**config.mk**
```make
export PLATFORM = sky130hd
export DESIGN_NAME = team_06_esp_tx_feeder
export DESIGN_NICKNAME = d
export VERILOG_FILES = /design/src/rtl/team_06_esp_tx_feeder.sv
export SDC_FILE = /design/constraint.sdc
export NUM_CORES = 1
export LEC_CHECK = 0
export CAP_MARGIN = 20
export CORE_MARGIN = 10
export CORE_UTILIZATION = 50
export CTS_CLUSTER_SIZE = 14
export DETAILED_ROUTE_END_ITERATION = 16
export PLACE_DENSITY = 0.68
export SLEW_MARGIN = 20
export SYNTH_ARGS = -nofsm -noshare
export SYNTH_HDL_FRONTEND = slang
export SYNTH_SLANG_ARGS = --single-unit
```
**constraint.sdc**
```tcl
create_clock -name clk -period 3.6 [get_ports clk]
set_input_delay 0.36 -clock clk [delete_from_list [all_inputs] [get_ports clk]]
set_output_delay 0.36 -clock clk [all_outputs]
set_load 0.02 [all_outputs]
```
**src/rtl/team_06_esp_tx_feeder.sv**
```systemverilog
// Sample FIFO and SPI bit-clock generator feeding one stable byte per frame to the ESP serializer.
// Optional macro ESP_FEEDER_SYNC_BYTE_EN prefixes every sample with a 0xA5 sync byte.
module team_06_esp_tx_feeder #(
    parameter int CLK_DIV = 4,
    parameter int DEPTH   = 8
) (
    input  logic                     clk,
    input  logic                     rst,
    input  logic                     en,
    input  logic [15:0]              sample_in,
    input  logic                     sample_valid,
    output logic                     sample_ready,
    output logic                     spiclk,
    output logic                     past_spiclk,
    output logic [7:0]               tx_byte,
    output logic [$clog2(DEPTH):0]   fill,
    output logic                     underrun,
    output logic                     overflow
);

    localparam int PTR_W = $clog2(DEPTH);
    localparam int DIV_W = (CLK_DIV > 1) ? $clog2(CLK_DIV) : 1;
    localparam logic [DIV_W-1:0] DIV_LAST = DIV_W'(CLK_DIV - 1);
    localparam logic [PTR_W:0]   FULL_LVL = (PTR_W + 1)'(DEPTH);

    typedef enum logic [1:0] {IDLE, SYNC, MSB, LSB} state_t;

    logic [DIV_W-1:0] div_cnt;
    logic [2:0]       bcnt;
    logic             fall;
    logic             adv;

    logic [15:0]      mem [DEPTH];
    logic [PTR_W-1:0] wr_ptr;
    logic [PTR_W-1:0] rd_ptr;
    logic             push;
    logic             pop;
    logic             empty;

    state_t           state;
    state_t           state_nxt;
    logic [15:0]      hold;
    logic [7:0]       tx_nxt;
    logic             underrun_nxt;

    // Bit clock: a high phase always completes before the clock parks low.
    always_ff @(posedge clk or posedge rst) begin
        if (rst) begin
            div_cnt     <= '0;
            spiclk      <= 1'b0;
            past_spiclk <= 1'b0;
        end else begin
            past_spiclk <= spiclk;
            if (en || spiclk) begin
                if (div_cnt == DIV_LAST) begin
                    div_cnt <= '0;
                    spiclk  <= ~spiclk;
                end else begin
                    div_cnt <= div_cnt + 1'b1;
                end
            end else begin
                div_cnt <= '0;
            end
        end
    end

    assign fall = past_spiclk & ~spiclk;
    assign adv  = fall && (bcnt == 3'd7);

    always_ff @(posedge clk or posedge rst) begin
        if (rst) bcnt <= '0;
        else if (fall) bcnt <= bcnt + 1'b1;
    end

    // FIFO: readiness and emptiness come from the registered fill only.
    assign sample_ready = (fill < FULL_LVL);
    assign push         = sample_valid & sample_ready;
    assign empty        = (fill == '0);

    always_ff @(posedge clk) begin
        if (push) mem[wr_ptr] <= sample_in;
    end

    always_ff @(posedge clk or posedge rst) begin
        if (rst) begin
            wr_ptr   <= '0;
            rd_ptr   <= '0;
            fill     <= '0;
            overflow <= 1'b0;
        end else begin
            if (push) wr_ptr <= wr_ptr + 1'b1;
            if (pop)  rd_ptr <= rd_ptr + 1'b1;
            case ({push, pop})
                2'b10:   fill <= fill + 1'b1;
                2'b01:   fill <= fill - 1'b1;
                default: fill <= fill;
            endcase
            if (sample_valid && !sample_ready) overflow <= 1'b1;
        end
    end

    always_ff @(posedge clk) begin
        if (pop) hold <= mem[rd_ptr];
    end

    always_ff @(posedge clk or posedge rst) begin
        if (rst) begin
            state    <= IDLE;
            tx_byte  <= '0;
            underrun <= 1'b0;
        end else begin
            state    <= state_nxt;
            tx_byte  <= tx_nxt;
            underrun <= underrun_nxt;
        end
    end

    // Sequencer only moves on a byte boundary; tx_byte is held between boundaries.
    always_comb begin
        state_nxt    = state;
        tx_nxt       = tx_byte;
        underrun_nxt = 1'b0;
        pop          = 1'b0;
        if (adv) begin
            case (state)
                IDLE, LSB: begin
                    if (!empty) begin
                        pop = 1'b1;
`ifdef ESP_FEEDER_SYNC_BYTE_EN
                        state_nxt = SYNC;
                        tx_nxt    = 8'hA5;
`else
                        state_nxt = MSB;
                        tx_nxt    = mem[rd_ptr][15:8];
`endif
                    end else begin
                        state_nxt    = IDLE;
                        tx_nxt       = 8'h00;
                        underrun_nxt = 1'b1;
                    end
                end
                SYNC: begin
                    state_nxt = MSB;
                    tx_nxt    = hold[15:8];
                end
                MSB: begin
                    state_nxt = LSB;
                    tx_nxt    = hold[7:0];
                end
                default: begin
                    state_nxt = IDLE;
                    tx_nxt    = 8'h00;
                end
            endcase
        end
    end

endmodule
```
# Word level (Yosys, flattened, before mapping)
# Memory sizes are Yosys's and may differ from the RTL's.
# Index checks and enable logic that the tools add are counted.
# Widths: inputs -> output; s select.
dict set report totals {
  ram_bits 128
  in_bits 20
  register_bits 45
  wordCells 54
  mem_count 1
  out_inout_bits 17
}
# memory words word_bits rd rd_ports_with_merged_regs wr line_no
set mem_list {}
lappend mem_list {mem 8 16 1 0 1 33} ;# logic [15:0] mem [DEPTH];
dict set report classes {
  n_reduce_logical 9
  n_bitwise 3
  n_mux 15
  order_cmp 1
  n_addsub 6
  eq_ne 7
}
# op count
set ops {}
lappend ops {{$pmux 8 s3} 1}
lappend ops {{$add 3x1->3 const B} 3}
lappend ops {{$eq 2x2->1 const B} 4}
lappend ops {{$mux 1} 8}
lappend ops {{$mux 8} 1}
lappend ops {{$pmux 4 s2} 1}
lappend ops {{$mux 2} 3}
lappend ops {{$pmux 2 s3} 1}
lappend ops {{$add 4x1->4 const B} 1}
lappend ops {{$eq 2x1->1 const B} 2}
lappend ops {{$logic_not 4->1} 1}
lappend ops {{$lt 4x4->1 const B} 1}
lappend ops {{$sub 4x1->4 const B} 1}
lappend ops {{$eq 3x3->1 const B} 1}
lappend ops {{$add 2x1->2 const B} 1}
lappend ops {{$and 1x1->1} 2}
lappend ops {{$logic_and 1x1->1} 2}
lappend ops {{$logic_not 2->1} 1}
lappend ops {{$reduce_and 2->1} 1}
lappend ops {{$reduce_bool 2->1} 1}
lappend ops {{$reduce_or 2->1} 1}
lappend ops {{$logic_not 1->1} 1}
lappend ops {{$logic_or 1x1->1} 1}
lappend ops {{$not 1->1} 1}

# Depth between registers and ports, before layout
# Gate-level depths: netlist of the first run.
dict set report depth {
  ltp_word 6
  ltp_mapped 13
  mapped_depth_nobuf 10
}

# Least setup slack after synthesis of the first run
# No wires, ideal clock.
dict set report synth_path {
  path_type {register to register}
  start {reg state[1]}
  end {reg fill[3]}
  setup_time_ns 0.124
  period_less_slack_ns 2.983
  n_path_buf 3
  t_required_ns 3.476
  t_arrival_ns 2.858
  stages_incl_launch_ff 13
  slack_ns 0.617
  cell_sequence {dfrtp_1 > ha_1 > clkbuf_1 > o41a_1 > buf_6 > and2_1 > buf_2 > ha_1 > ha_1 > a21o_1 > a2111oi_0 > nand3b_1 > nand3_1}
}
dict set report synth_between {
  elab_chain_len 6
  elab_cells_between_ends 9
  classes_between {eq/ne (3); mux (3); reduce/logical (3)}
}
# element line_no
set synth_lines {}
lappend synth_lines {{start: declaration} 40} ;# state_t state;
lappend synth_lines {{start signal: assignment} 112} ;# state <= state_nxt;
lappend synth_lines {{$eq 2x2->1 / $logic_not 2->1 (equally long branches)} 125} ;# case (state)
lappend synth_lines {{$reduce_or 2->1 *} 125}
lappend synth_lines {{$mux 1 *} 125}
lappend synth_lines {{$mux 1 *} 124} ;# if (adv) begin
lappend synth_lines {{via pop} 37} ;# logic pop;
lappend synth_lines {{$eq 2x1->1 / $eq 2x2->1 (equally long branches)} 93} ;# case ({push, pop})
lappend synth_lines {{$pmux 4 s2 / $reduce_bool 2->1 (equally long branches)} -}
lappend synth_lines {{end signal: assignment} 94} ;# 2'b10: fill <= fill + 1'b1;
lappend synth_lines {{end signal: assignment} 95} ;# 2'b01: fill <= fill - 1'b1;
lappend synth_lines {{end signal: assignment} 96} ;# default: fill <= fill;
lappend synth_lines {{end: declaration} 16} ;# output logic [$clog2(DEPTH):0] fill,
# The timed path passes the listed nets; every way through them passes the cells marked *.
# A chain may end at the register's enable or synchronous reset.

# Final worst setup path of the first run
dict set report layout_path {
  start {reg state[0]}
  end {reg fill[3]}
}
dict set report layout_between {
  elab_chain_len 6
  elab_cells_between_ends 9
  classes_between {eq/ne (3); mux (3); reduce/logical (3)}
}
# element line_no
set layout_lines {}
lappend layout_lines {{$eq 2x2->1 / $logic_not 2->1 (equally long branches)} 125}
lappend layout_lines {{$reduce_or 2->1 *} 125}
lappend layout_lines {{$mux 1 *} 125}
lappend layout_lines {{$mux 1 *} 124}
lappend layout_lines {{$eq 2x1->1 / $eq 2x2->1 (equally long branches)} 93}
lappend layout_lines {{$pmux 4 s2 / $reduce_bool 2->1 (equally long branches)} -}
# Every way passes the cells marked *; elsewhere a longest branch is shown, timed or not.

==> reports/qor.csv, run 1 <==
metric,value,unit
placedCellCount,566,
routed_wl,12200,µm
seqCellArea,5050,µm²
p_comb_share,23.3,%
final_antenna_net_count,0,
power_frac_seq,46.7,%
ir_worst_vdd,0.435,mV
synth_seq_cells,173,
worst_pin_slew,1.00,ns
grt_antenna_before_repair,0,
die_width,138,µm
dr.first_iter.drc_count,248,
multi_input_area,1710,µm²
insertion_delay,0.42,ns
dominantRegCellSynth,edfxtp_1,
reg2reg_depth,11,
synth_edf_count,144,
path_max_fanout,10,
synth_area_per_cell,19.4,µm²
yosys_warnings,0,
period_share,80.2,%
internal_power,4.04,mW
synth_compound_area_share,3.25,%
critical_path.startpoint_type,register,
holdWs,0.351,ns
drv_slew,0,
p_sw_share,28.1,%
die_y,138,µm
pin_count,37,
dr_total_vias,3322,
finalSetupViolations,0,
p_leak,2.75,nW
startpoint,state[0]$_DFFE_PP0P_,
hold_class,in -> async,
synth_top_family_by_area,multiplexers,
route.detailed.drc,0,
layout.cells.non_filler,598,
final_util,60.0,%
wire_per_inst,20.4,µm
first_pass_iters,4,
synth-adder-area-share,2.28,%
gp_congestion,0.812,
nFillCells,979,
clkPwrFrac,29.9,%
cts_hold_buf,0,
buffer_ports.inserted,36,
postCtsSetupBuffers,0,
rsz0062_at_grt,no,
post_route_cells_drive_above_1_share,24.2,%
crit_arrival,3.19,ns
hpwlAfterDp,7740,µm
yosys.area_share.xor_xnor,0.886,%
fin_skew,0.00617,ns
rr_startpoint,state[0]$_DFFE_PP0P_,
ctsLongestPathBuffers,2,
areaGrowthSynthToFinish,16.2,%
place_area,7490,µm²
cts_resized,0,
min_period,2.89,ns
clkTransAtPathRegs,0.06,ns
ys_async_sr_fraction,16.8,%
die_area,18900,µm²
crit_type,reg -> reg,
yosys-mux-area-fraction,14.7,%
dp_slack,0.701,ns
synth-simple-area-share,3.44,%
synthDistinctLibCells,37,
cts_sinks,173,
cts_buffers,17,
hold_viol_final,0,
slew_headroom,33.3,%
initial_core_util,51.6,%
rows,42,
antennaDiodeCount,0,
syn-num-nets,388,
setup_slack,0.714,ns
synthCells,356,
critPathCaptureType,register,
fin_tns_setup,0,ns
yosysSeqAreaShare,73.0,%
synth_area,6920,µm²
h-tree-depth,4,
outcome,completed,
grt_pass1_wl,19600,µm
nets,441,
powerDensity,699,nW/µm²
cts_tree,yes,
critPathRequiredTime,3.90,ns
fin_area,8040,µm²
cts-root-buf,clkbuf_16,
cap_violations,0,
coreArea,13400,µm²
grt_start_max_net_pins,30,
switching_power,1.58,mW
finalPower,5.62,mW
first_global_vias,3524,
grt_use_total,14.0,%
grt_overflow,0,
fmax,346,MHz
via_per_inst,5.56,
## worst max-delay path, cell delays in order (launching register included)
cell and delay [ns]:
dfrtp_1 0.35, inv_1 0.07, ha_1 0.43, o41a_1 0.20, buf_4 0.19, and2_1 0.17
ha_1 0.23, ha_1 0.26, a21o_1 0.23, a2111oi_0 0.41, nand3b_1 0.16, nand3_1 0.06
## cells by family (layout without fill, tap and decap cells)
kind of cell / count (synthesis) / count (layout)
DFF: 173 / 173
AOI/OAI and AO/OA: 32 / 32
adders and majority gates: 12 / 12
xor gates and xnor gates: 7 / 7
muxes: 54 / 54
buffers and inverters: 26 / 92
and+or+nand+nor: 52 / 52
## power by group through the flow
stage	combinational, mW	sequential, mW	clock, mW
final	1.31	2.63	1.68
after CTS	1.33	2.64	1.72
after floorplan	0.937	2.65	0
after global routing	1.43	2.67	1.80
after detailed placement	1.33	2.68	0
after global placement	1.29	2.66	0
## synthesized netlist by cell type, drive strengths merged (2+ instances only)
cell    count  share of area, %
edfxtp    144                62
mux4       32                11
dfrtp      29                10
nor2       26               1.4
mux2       20               3.7
buf        13               1.8
ha         11               2.0
a21oi      10               1.2
o21ai      10              0.72
a22oi       8              0.87
inv         8              0.43
nand2       8              0.43
clkbuf      5              0.27
nor3        4              0.29
xor2        4              0.51
nand2b      3              0.27
nor2b       3              0.27
xnor2       3              0.38
a21o        2              0.22
mux2i       2              0.29
nand3       2              0.14
## registers in the layout, indices dropped and copies added, names as in the netlist
signal,count
mem,128
hold,16
tx_byte,8
fill,4
bcnt,3
rd_ptr,3
wr_ptr,3
div_cnt,2
state,2
overflow,1
past_spiclk,1
spiclk,1
underrun,1
## final timing paths
path	to	slack, ns
max	fill[3]$_DFFE_PP0P_	0.71
min	wr_ptr[2]$_DFFE_PP0P_	0.35
max in group asynchronous	rd_ptr[0]$_DFFE_PP0P_	2.79
min reg2reg	div_cnt[0]$_DFF_PP0_	0.44
max reg2reg	fill[3]$_DFFE_PP0P_	0.71
min in group clk	div_cnt[0]$_DFF_PP0_	0.44
## final cells by class
cell class	count	area share, %
clock inverter	14	1.46
multi-input combinational	157	21.3
clock buffer	18	5.34
timing repair buffer	52	5.98
sequential	173	62.8
tap	176	2.74
inverter	8	0.374
## layer usage
metal	vias to the layer above	routed length, µm	part of all wire, %	track usage, %
li1	1506	-	-	-
met1	1722	5410	44	18.0
met2	70	6020	49	22.3
met3	24	556	4.5	3.31
met4	0	238	1.9	5.85
met5	-	0	0	0
## layout by cell type, fill, tap and decap left out, drive strengths merged, types with 2 or more instances in the layout
cell and n:
edfxtp 144, clkbuf 18, nand2 8, a22oi 8, clkdlybuf4s50 36, ha 11, a21oi 10, nand2b 3
mux2 20, nor2b 3, nor2 26, clkinvlp 2, a21o 2, buf 16, nor3 4, mux2i 2
xor2 4, o21ai 10, nand3 2, mux4 32, clkinv 7, dfrtp 29, xnor2 3, inv 12
Note: power is estimated with default switching activity, not from simulation.
==> run 2, diff against run 1 <==
- clock period: 3.6 -> 2.75 ns (I/O delays scaled with it)
==> reports/qor.csv, run 2 (synthesis results as in run 1) <==
metric,value,unit,change
use_met1,17.6,%,-0.40 points
critical_path.startpoint_type,register,,
critPathCaptureType,register,,
grt_start_max_net_pins,30,,unchanged
wire_per_inst,20.6,µm,+0.80%
cts_hold_buf,0,,unchanged
finalPower,7.91,mW,+41%
use_met3,3.93,%,+0.62 points
slew_headroom,40.4,%,+7.0 points
cts-root-buf,clkbuf_16,,
fin_skew,0.00713,ns,+0.000956 ns
largest_reg_flops,128,,unchanged
period_share,90.4,%,+10 points
grt_antenna_before_repair,0,,unchanged
crit_type,reg -> reg,,
hpwlAfterDp,7540,µm,-2.6%
worst_pin_slew,0.894,ns,-0.106 ns
min_period,2.49,ns,-0.399 ns
cts_sinks,173,,unchanged
buffer_ports.inserted,36,,unchanged
areaGrowthSynthToFinish,19.1,%,
grt_use_total,14.2,%,+0.20 points
layout_commonest_cell,edfxtp_1,,
cts_buffers,17,,unchanged
route.detailed.drc,0,,unchanged
top_regs,"mem (128), hold (16), tx_byte (8)",,
mostFrequentLayoutCells,"edfxtp_1 (144), clkdlybuf4s50_1 (36), dfrtp_1 (28)",,
ir_worst_vdd,0.469,mV,+7.7%
hold_viol_final,0,,unchanged
dr_total_vias,3302,,-0.60%
routed_wl,12400,µm,+1.3%
slowest_stage,dfrtp_1,,
fmax,402,MHz,+16%
clkTransAtPathRegs,0.06,ns,about the same
post_route_cells_drive_above_1_share,26.1,%,+1.9 points
placedCellCount,569,,+0.53%
rows,42,,unchanged
via_per_inst,5.49,,-1.1%
grt_overflow,0,,unchanged
initial_core_util,51.6,%,unchanged
top_usage_layer,met2,,
die_width,138,µm,unchanged
p_leak,2.83,nW,+2.7%
final_antenna_net_count,0,,unchanged
setup_slack,0.263,ns,-0.451 ns
hold_class,in -> async,,
rsz0062_at_grt,no,,
grt_pass1_wl,19700,µm,+0.28%
dp_slack,0.0347,ns,-0.666 ns
cp_slowest_stage_delay,0.39,ns,-0.04 ns
cap_violations,0,,unchanged
powerDensity,960,nW/µm²,+37%
crit_arrival,2.79,ns,-0.40 ns
die_y,138,µm,unchanged
holdWs,0.232,ns,-0.120 ns
insertion_delay,0.43,ns,about the same
first_global_vias,3468,,-1.6%
gp_congestion,0.800,,-1.5%
h-tree-depth,4,,unchanged
cpMostUsedCell,ha_1,,
dr.first_iter.drc_count,193,,-22%
path_max_fanout,5,,-5
ctsLongestPathBuffers,2,,unchanged
top_register,mem,,
layout.cells.non_filler,601,,+0.50%
antennaDiodeCount,0,,unchanged
fin_tns_setup,0,ns,unchanged
die_area,18900,µm²,unchanged
cts_tree,yes,,
drv_slew,0,,unchanged
finalSetupViolations,0,,unchanged
coreArea,13400,µm²,unchanged
outcome,completed,,
cp_cell_sequence,ha_1 -> ha_1 -> and3b_1 -> and2_1 -> ha_2 -> ha_1 -> a21o_1 -> a2111oi_2 -> nand3b_1 -> nand3_1,,
nets,444,,+0.68%
first_pass_iters,7,,+3
pin_count,37,,unchanged
grt.met2_usage,22.8,%,+0.43 points
critPathRequiredTime,3.06,ns,-0.84 ns
-- run 2: final cells by class --
class / count / area (µm²)
flip-flops and latches: 173 / 5050
repair buffers: 55 / 528
fillers: 953 / 5160
clock buffers: 18 / 439
multi-input cells: 157 / 1730
clock inverters: 14 / 241
well taps: 176 / 220
inverters: 8 / 30.0
-- run 2: through the flow --
step / utilization [%] / instance area (µm²)
final: 61.5 / 8240
after global routing: 61.5 / 8240
after CTS: 61.4 / 8220
after detailed placement: 56.3 / 7540
after global placement: 56.3 / 7540
after floorplan: - / 6930
-- run 2: worst max-delay path: cells and delay by family (launching register included) --
family	cells	cell delay, ns
compound gates	2	0.57
flops	1	0.39
fa+ha+maj	4	0.84
simple gates	4	0.56
-- run 2: layer usage --
metal  up-vias  wire (µm)
met4         0        218
li1       1511          -
met1      1702       5540
met3        17        606
met5         -          0
met2        72       6010
-- run 2: path summary, 6_finish.rpt --
| check | startpoint | endpoint | slack, ns | cells past startpoint |
|---|---|---|---|---|
| min in group clk | div_cnt[0]$_DFF_PP0_ | div_cnt[0]$_DFF_PP0_ | 0.44 | 1 |
| worst max register to register | bcnt[0]$_DFFE_PP0P_ | fill[3]$_DFFE_PP0P_ | 0.26 | 10 |
| max in group asynchronous | rst | rd_ptr[0]$_DFFE_PP0P_ | 2.23 | 3 |
| worst max-delay path | bcnt[0]$_DFFE_PP0P_ | fill[3]$_DFFE_PP0P_ | 0.26 | 10 |
| worst min-delay path | rst | fill[2]$_DFFE_PP0P_ | 0.23 | 3 |
| worst min register to register | div_cnt[0]$_DFF_PP0_ | div_cnt[0]$_DFF_PP0_ | 0.44 | 1 |
-- run 2: power by group --
group / internal, mW / switching, mW / leakage, nW / total [mW]
Sequential: 3.15 / 0.235 / 1.65 / 3.38
Clock: 1.73 / 0.959 / 0.318 / 2.69
Combinational: 0.957 / 0.884 / 0.861 / 1.84
Total: 5.83 / 2.08 / 2.83 / 7.91
-- run 2: what timing repair did --
action	in CTS	in global routing
resized for setup	0	4
setup buffers	0	0
endpoints found under the setup margin	0	1
==> run 3, diff against run 2 <==
- CELL_PAD_IN_SITES_DETAIL_PLACEMENT: unset -> 0
- CELL_PAD_IN_SITES_GLOBAL_PLACEMENT: unset -> 1
- PLACE_DENSITY: 0.68 -> unset
- PLACE_DENSITY_LB_ADDON: unset -> 0.1
==> reports/qor.csv, run 3 (synthesis results as in run 1) <==
metric,value,unit,change
power_frac_seq,44.6,%,+1.8 points
insertion_delay,0.42,ns,about the same
grt_overflow,0,,unchanged
cp_cell_sequence,ha_1 -> ha_1 -> and3b_1 -> and2_1 -> ha_2 -> ha_1 -> a21o_1 -> a2111oi_1 -> nand3b_1 -> nand3_1,,
slowest_stage,dfrtp_1,,
critPathCaptureType,register,,
dr_total_vias,3307,,+0.15%
cts_sinks,173,,unchanged
dp_slack,0.243,ns,+0.209 ns
rows,42,,unchanged
postCtsSetupBuffers,0,,unchanged
internal_power,5.37,mW,-7.9%
top_register,mem,,
crit_arrival,2.82,ns,+0.03 ns
fin_tns_setup,0,ns,unchanged
min_period,2.52,ns,+0.0331 ns
rsz0062_at_grt,no,,
dr.first_iter.drc_count,180,,-6.7%
critical_path.startpoint_type,register,,
wire_per_inst,20.2,µm,-1.7%
worst_pin_slew,0.893,ns,-0.000816 ns
final_antenna_net_count,0,,unchanged
gp_congestion,0.738,,-7.8%
largest_reg_flops,128,,unchanged
cts_hold_buf,0,,unchanged
coreArea,13400,µm²,unchanged
critPathRequiredTime,3.05,ns,about the same
fmax,397,MHz,-1.3%
ctsLongestPathBuffers,2,,unchanged
post_route_cells_drive_above_1_share,27.3,%,+1.2 points
finalPower,7.55,mW,-4.6%
powerDensity,921,nW/µm²,-4.1%
p_leak,2.84,nW,+0.38%
top_regs,"mem (128), hold (16), tx_byte (8)",,
hold_class,in -> async,,
place_area,7610,µm²,+0.93%
clkTransAtPathRegs,0.07,ns,about the same
cap_violations,0,,unchanged
initial_core_util,51.6,%,unchanged
crit_type,reg -> reg,,
slew_headroom,40.4,%,about the same
path_max_fanout,5,,unchanged
pin_count,37,,unchanged
fin_area,8200,µm²,-0.56%
outcome,completed,,
areaGrowthSynthToFinish,18.4,%,
h-tree-depth,4,,unchanged
final_util,61.2,%,-0.35 points
die_width,138,µm,unchanged
setup_slack,0.230,ns,-0.0331 ns
reg2reg_depth,10,,unchanged
clkPwrFrac,30.6,%,-3.4 points
startpoint,bcnt[0]$_DFFE_PP0P_,,
antennaDiodeCount,0,,unchanged
cp_slowest_stage_delay,0.39,ns,about the same
cts_resized,0,,unchanged
p_sw_share,28.8,%,+2.6 points
grt_pass1_wl,20000,µm,+1.7%
die_area,18900,µm²,unchanged
period_share,91.6,%,+1.2 points
buffer_ports.inserted,36,,unchanged
hpwlAfterDp,8000,µm,+6.2%
die_y,138,µm,unchanged
r2r_slack,0.23,ns,-0.03 ns
finalSetupViolations,0,,unchanged
nets,455,,+2.5%
holdWs,0.344,ns,+0.112 ns
routed_wl,12400,µm,about the same
via_per_inst,5.40,,-1.6%
mostFrequentLayoutCells,"edfxtp_1 (144), clkdlybuf4s50_1 (36), buf_4 (29)",,
first_pass_iters,4,,-3
cts_buffers,17,,unchanged
layout_commonest_cell,edfxtp_1,,
rr_startpoint,bcnt[0]$_DFFE_PP0P_,,
hold_viol_final,0,,unchanged
first_global_vias,3525,,+1.6%
grt_antenna_before_repair,0,,unchanged
fin_skew,0.00861,ns,+0.00149 ns
ir_worst_vdd,0.519,mV,+11%
drv_slew,0,,unchanged
cts-root-buf,clkbuf_16,,
grt_use_total,14.4,%,+0.18 points
placedCellCount,580,,+1.9%
cpMostUsedCell,ha_1,,
p_comb_share,24.8,%,+1.5 points
route.detailed.drc,0,,unchanged
layout.cells.non_filler,612,,+1.8%
switching_power,2.18,mW,+4.7%
cts_tree,yes,,
grt_start_max_net_pins,24,,-20%
## run 3: path summary, 6_finish.rpt
path / to
max: fill[3]$_DFFE_PP0P_
max in group asynchronous: div_cnt[1]$_DFF_PP0_
min: tx_byte[5]$_DFFE_PP0P_
min reg2reg: overflow$_DFFE_PP0P_
max reg2reg: fill[3]$_DFFE_PP0P_
min in group clk: spiclk$_DFFE_PP0P_
## run 3: critical path, delay by kind of cell (launching register included)
| family | cells | cell delay [ns] |
|---|---|---|
| AOI/OAI and AO/OA | 2 | 0.60 |
| and+or+nand+nor | 4 | 0.57 |
| DFF | 1 | 0.39 |
| adders and majority gates | 4 | 0.84 |
## run 3: cell type report
class | count | area [µm²]
Clock buffer | 17 | 425
Timing Repair Buffer | 66 | 598
Fill cell | 991 | 5200
Multi-Input combinational cell | 157 | 1710
Clock inverter | 15 | 156
Inverter | 8 | 30.0
Tap cell | 176 | 220
Sequential cell | 173 | 5050
## run 3: layer usage
metal  vias to the layer above  routed length, µm  GRT usage (%)  part of all wire, %
met5                         -                  0              0                    0
met4                         0                126           5.80                  1.0
met3                        13                515           3.82                  4.2
met2                        59               6130           22.6                   49
met1                      1692               5620           18.6                   45
li1                       1543                  -              -                    -
## run 3: power groups by stage
stage                     Clock (mW)  Sequential, mW  Combinational [mW]
after global routing            2.48            3.41                2.06
after floorplan                    0            3.47                1.23
final                           2.31            3.36                1.87
after detailed placement           0            3.42                1.90
after CTS                       2.36            3.37                1.91
after global placement             0            3.41                1.88
